--- config.mk ---
export PLATFORM = sky130hd
export DESIGN_NAME = sdram_rd_tx_pacer
export DESIGN_NICKNAME = d
export VERILOG_FILES = /design/src/rtl/sdram_rd_tx_pacer_pkg.sv /design/src/rtl/sdram_rd_tx_pacer.sv
export SDC_FILE = /design/constraint.sdc
export NUM_CORES = 1
export LEC_CHECK = 0
export CAP_MARGIN = 20
export CORE_ASPECT_RATIO = 1.5
export CORE_MARGIN = 1
export CORE_UTILIZATION = 59
export DETAILED_ROUTE_END_ITERATION = 6
export DONT_BUFFER_PORTS = 1
export PLACE_DENSITY_LB_ADDON = 0.3
export SYNTH_ARGS = -nofsm -noshare
export SYNTH_HDL_FRONTEND = slang
export SYNTH_SLANG_ARGS = --single-unit
--- constraint.sdc ---
create_clock -name clk_50m -period 4.9 [get_ports clk_50m]
set_input_delay 1.47 -clock clk_50m [delete_from_list [all_inputs] [get_ports clk_50m]]
set_output_delay 1.47 -clock clk_50m [all_outputs]
set_load 0.02 [all_outputs]
--- src/rtl/sdram_rd_tx_pacer_pkg.sv ---
// Shared definitions for the SDRAM read-FIFO to UART pacer: default timing
// constants, counter widths, FSM state encoding and small helpers.
package sdram_rd_tx_pacer_pkg;

   localparam int DEF_CLK_FREQ   = 50_000_000;
   localparam int DEF_UART_BPS   = 9600;
   localparam int DEF_FRAME_BITS = 10;
   localparam int DEF_GUARD_CYC  = 16;

   localparam int GAP_W  = 20;
   localparam int WCNT_W = 10;

   typedef enum logic [2:0] {
      ST_IDLE    = 3'd0,
      ST_RD_REQ  = 3'd1,
      ST_RD_LAT  = 3'd2,
      ST_SEND_LO = 3'd3,
      ST_GAP     = 3'd4,
      ST_SEND_HI = 3'd5
   } pacer_state_t;

   // Cycles one UART frame occupies on the line, plus the idle guard.
   function automatic int frame_cycles(input int clk_freq, input int bps,
                                       input int frame_bits, input int guard);
      return (clk_freq / bps) * frame_bits + guard;
   endfunction

   // A burst may start only when a non-zero burst is fully buffered.
   function automatic logic burst_ready(input logic [WCNT_W-1:0] bn,
                                        input logic [WCNT_W-1:0] num);
      return (bn != '0) && (num >= bn);
   endfunction

endpackage

--- src/rtl/sdram_rd_tx_pacer.sv ---
// sdram_rd_tx_pacer: waits for a full burst in the SDRAM read FIFO, then
// reads it one word at a time and hands one byte per UART frame to uart_tx.
module sdram_rd_tx_pacer
   import sdram_rd_tx_pacer_pkg::*;
#(
   parameter int CLK_FREQ   = DEF_CLK_FREQ,
   parameter int UART_BPS   = DEF_UART_BPS,
   parameter int FRAME_BITS = DEF_FRAME_BITS,
   parameter int GUARD_CYC  = DEF_GUARD_CYC,
   parameter int SEND_HI    = 0
) (
   input  logic        clk_50m,
   input  logic        rst_n,
   input  logic [9:0]  rd_fifo_num,
   input  logic [15:0] rd_fifo_rd_data,
   input  logic [9:0]  burst_num,
   output logic        rd_en,
   output logic [7:0]  tx_data,
   output logic        tx_flag,
   output logic        busy
);

   localparam int               FRAME_CNT = frame_cycles(CLK_FREQ, UART_BPS,
                                                         FRAME_BITS, GUARD_CYC);
   localparam logic [GAP_W-1:0] GAP_LAST  = GAP_W'(FRAME_CNT - 1);

   pacer_state_t      state_q;
   logic [WCNT_W-1:0] bn_q;
   logic [WCNT_W-1:0] word_cnt_q;
   logic [WCNT_W-1:0] word_cnt_d;
   logic [GAP_W-1:0]  gap_cnt_q;
   logic [7:0]        hi_byte_q;
   logic              hi_pend_q;
   logic              rd_en_q;
   logic              tx_flag_q;
   logic [7:0]        tx_data_q;
   logic              busy_q;

   assign word_cnt_d = word_cnt_q + 10'd1;

   assign rd_en   = rd_en_q;
   assign tx_flag = tx_flag_q;
   assign tx_data = tx_data_q;
   assign busy    = busy_q;

   // Pacer FSM: burst admission, one FIFO read per word, frame-rate byte pacing.
   // RD_LAT covers the FIFO's one-cycle read latency; the word is taken from
   // the FIFO output on the edge leaving SEND_LO, when q is guaranteed valid.
   always_ff @(posedge clk_50m or negedge rst_n) begin
      if (!rst_n) begin
         state_q    <= ST_IDLE;
         bn_q       <= '0;
         word_cnt_q <= '0;
         gap_cnt_q  <= '0;
         hi_byte_q  <= 8'h00;
         hi_pend_q  <= 1'b0;
         rd_en_q    <= 1'b0;
         tx_flag_q  <= 1'b0;
         tx_data_q  <= 8'h00;
         busy_q     <= 1'b0;
      end else begin
         // Strobes default low so each is a single-cycle pulse.
         rd_en_q   <= 1'b0;
         tx_flag_q <= 1'b0;
         unique case (state_q)
            ST_IDLE: begin
               if (burst_ready(burst_num, rd_fifo_num)) begin
                  bn_q       <= burst_num;
                  word_cnt_q <= '0;
                  busy_q     <= 1'b1;
                  state_q    <= ST_RD_REQ;
               end
            end
            ST_RD_REQ: begin
               // Never read an empty FIFO; hold here until a word shows up.
               if (rd_fifo_num != '0) begin
                  rd_en_q <= 1'b1;
                  state_q <= ST_RD_LAT;
               end
            end
            ST_RD_LAT: begin
               state_q <= ST_SEND_LO;
            end
            ST_SEND_LO: begin
               tx_data_q <= rd_fifo_rd_data[7:0];
               hi_byte_q <= rd_fifo_rd_data[15:8];
               tx_flag_q <= 1'b1;
               hi_pend_q <= (SEND_HI != 0);
               gap_cnt_q <= '0;
               state_q   <= ST_GAP;
            end
            ST_GAP: begin
               if (gap_cnt_q == GAP_LAST) begin
                  gap_cnt_q <= '0;
                  if (hi_pend_q) begin
                     state_q <= ST_SEND_HI;
                  end else begin
                     word_cnt_q <= word_cnt_d;
                     if (word_cnt_d == bn_q) begin
                        busy_q  <= 1'b0;
                        state_q <= ST_IDLE;
                     end else begin
                        state_q <= ST_RD_REQ;
                     end
                  end
               end else begin
                  gap_cnt_q <= gap_cnt_q + 20'd1;
               end
            end
            ST_SEND_HI: begin
               tx_data_q <= hi_byte_q;
               tx_flag_q <= 1'b1;
               hi_pend_q <= 1'b0;
               gap_cnt_q <= '0;
               state_q   <= ST_GAP;
            end
            default: begin
               busy_q  <= 1'b0;
               state_q <= ST_IDLE;
            end
         endcase
      end
   end

endmodule
==> key figures <==
Synthesis
  • Register area share after synthesis: 43.0%
  • Yosys top cell by area: dfrtp_1
  • Prevailing post-synth register cell: dfrtp_1
  • Unique cell type count in the Yosys netlist: 55
  • Syn Area/Cell: 9.27 µm²
  • Top post-synthesis cells by area: dfrtp_1 43%, o21ai_0 6.1%, mux2_2 5.6%
  • Synth top area share: a little over two fifths
  • Async SR Flop Fraction: 100%
  • Flops & latches, synth: just over 60
  • Post-Syn Instances: 389
  • EDFF count, synth: 0
  • Syn nets: between 400 and 500
  • YS warnings: 0
  • Post-Synthesis Cell Area: 3600 µm²

Worst setup path
  • CP max FO: 11
  • Critical path cell sequence: inv_1 > ha_1 > a211o_1 > a21oi_1 > o21ai_0 > a41oi_1 > or2_2 > nor3_1 > buf_4 > mux2_2
  • Crit end category: flip-flop
  • Slowest CP cell: a211o_1
  • Crit path kind: in2reg
  • WP data required: a little over 5 ns
  • Max incr delay on CP: around 0.3 ns
  • Startpoint Class: input port
  • Worst path arrival time: 3.32 ns
  • Reg2reg setup slack: roughly 2.1 ns

Routing
  • ANT nets after route: 0
  • Initial DRC count: ~160
  • DRC errors left: 0
  • Final wirelength: just under 8000 µm
  • First-pass DRT Iterations: 4
  • Vias: between 2000 and 3000
  • Vias/cell: approximately 6.3
  • Wire length per cell: between 15 and 20 µm

Worst hold path
  • HP Class: reg2reg

Finish
  • Final Net Count: 434
  • Fillers: 461
  • # diodes: 0
  • Syn-to-layout area delta: 5.52%
  • Layout cell share with drive strength beyond 1: between 10 and 15%
  • Final core utilization: approximately two thirds

Power and ir drop
  • Power density over cell area: approximately 260 nW/µm²
  • Leak Pwr: between 1.5 and 2 nW
  • VDD IR max: 0.232 mV

Timing
  • # setup viols final: 0
  • Fmax: ~0.32 GHz
  • Final Skew: between 0.01 and 0.015 ns
  • Setup TNS: 0 ns
  • Final hold vios: 0
  • Rel. slew slack: between 30% and 40%
  • Final Max Slew Viols: 0
  • Worst-Margin Slew: 0.957 ns
  • Tmin final: roughly 3.1 ns
  • Final period util: between 60 and 70%
  • RSZ-0062 raised after global routing: no

Clock tree
  • Clock root cell: clkbuf_8
  • CTS tree: done
  • Clk buf depth: 2
  • Post-cts sizing count: 0
  • Total setup buffers inserted after CTS: 0
  • CTS Sinks: a little over 60
  • Num CTS Buffers: 9
  • Latest clock arrival within the worst-skew pair: around 0.34 ns
  • H-tree Lvls: 3
  • Worst-path clk slew: around 0.070 ns
  • Hold_buf cts: 0

Die
  • FP Rows: 34
  • Die X: around 66 µm
  • IO Pins: 49
  • Initial Utilization: 61.9%
  • Die Y: around 98 µm
  • DIE AREA: 6430 µm²
  • Total core area: just under 6000 µm²

Place
  • IO Port Bufs: 0
  • RePlAce Congestion: about 0.83
  • DP Wirelength: ~5600 µm

Global route
  • Initial antenna violation count: 0
  • First-pass GRT wire length: 13600 µm
  • Vias in the first global route: around 2900
  • Largest net degree at the start of global routing: 63
  • GRT overflow: 0
  • Total track usage: 27.4%

Job
  • MaxCap Viol Count: 0

Status
  • Status: complete, no violations
==> critical path: cells and delay by family <==
kind / cells / cell delay, ns
compound gates: 4 / 0.79
mux: 1 / 0.29
fa+ha+maj: 1 / 0.28
buf+inv: 2 / 0.25
simple gates: 2 / 0.23
==> state kept, by name (all words and copies together) (netlist names) <==
name        count
bn_q           10
busy            1
gap_cnt_q      20
hi_byte_q       8
rd_en           1
state_q         3
tx_data         8
tx_flag         1
word_cnt_q     10
==> logic make-up after synthesis <==
group,Yosys count,synth area share [%]
mux,27,8.12
compound gates,106,19.0
fa+ha+maj,12,4.17
xor+xnor,13,3.16
simple gates,130,17.8
flops,62,43.0
buf+inv,39,4.79
==> placed cells by master (no fill, tap or decap), types with 5 or more instances in the layout <==
| cell | n |
|---|---|
| xor2_1 | 7 |
| nor4_1 | 10 |
| nor2_1 | 26 |
| o31ai_1 | 5 |
| nand3_1 | 22 |
| ha_1 | 12 |
| xnor2_1 | 6 |
| a21oi_1 | 13 |
| nand2b_1 | 7 |
| o21ai_0 | 44 |
| nor3_1 | 11 |
| a22o_1 | 12 |
| o2bb2ai_1 | 5 |
| dfrtp_1 | 62 |
| inv_1 | 20 |
| nand2_1 | 31 |
| mux2_2 | 18 |
| mux2i_1 | 9 |
| clkbuf_8 | 10 |
==> power breakdown <==
| part | total, W | switching [W] | internal, W |
|---|---|---|---|
| Clock | 0.000437 | 0.000195 | 0.000242 |
| Sequential | 0.000528 | 0.00000952 | 0.000518 |
| Combinational | 0.0000260 | 0.0000127 | 0.0000133 |
==> synthesized netlist by cell type, types with 2 or more instances <==
cell	count
nor3_1	11
a22o_1	12
nand2b_1	7
nand4_1	3
nand3_1	22
or3_1	2
buf_2	3
dfrtp_1	62
or2_1	3
nor4_1	10
o21ai_0	44
o31ai_1	5
xnor2_1	6
o21ai_1	4
clkbuf_1	11
ha_1	12
o2bb2ai_1	5
xor2_1	7
a41oi_1	3
a21o_1	4
inv_1	20
and2_1	2
o21ai_2	2
nor2b_1	2
a31oi_1	2
nor2_1	26
mux2_2	18
nand2_1	31
mux2i_1	9
a21oi_1	13
and3_1	3
a211oi_1	2
==> layout make-up <==
| cell class | instances | area (µm²) | share of cell area [%] |
|---|---|---|---|
| clock buffers | 10 | 138 | 3.62 |
| repair buffers | 2 | 15.0 | 0.395 |
| well taps | 72 | 90.1 | 2.37 |
| flip-flops and latches | 62 | 1550 | 40.8 |
| clock inverters | 5 | 50.0 | 1.32 |
| multi-input cells | 288 | 1880 | 49.4 |
| inverters | 21 | 78.8 | 2.07 |
==> layer usage <==
metal	GRT usage (%)	routed length, µm	vias up
met2	44.3	4100	74
met4	12.2	230	0
met3	7.71	330	15
met1	33.4	3230	1384
li1	-	-	1403
met5	0	0	-
==> final timing paths <==
kind	cells past startpoint	start	to
min in group asynchronous	0	rst_n	tx_data[1]
hold / removal	1	gap_cnt_q[15]	gap_cnt_q[15]
max in group asynchronous	0	rst_n	gap_cnt_q[5]
setup reg to reg	6	state_q[1]	gap_cnt_q[3]
hold reg to reg	1	gap_cnt_q[15]	gap_cnt_q[15]
setup / recovery	10	burst_num[5]	bn_q[1]
==> through the flow <==
stage / power [W] / setup WS, ns / area, µm² / hold WS, ns / std cells
detailed placement: 0.000564 / 1.46 / 3620 / 0.482 / 445
global route: 0.00103 / 1.69 / 3800 / 0.510 / 460
floorplan: 0.000558 / 1.54 / 3600 / 0.451 / 389
global placement: 0.000562 / 1.55 / 3620 / 0.479 / 445
finish: 0.000991 / 1.80 / 3800 / 0.499 / 460
CTS: 0.000997 / 1.82 / 3800 / 0.496 / 460
No activity file was read; power rests on OpenSTA's default activity.
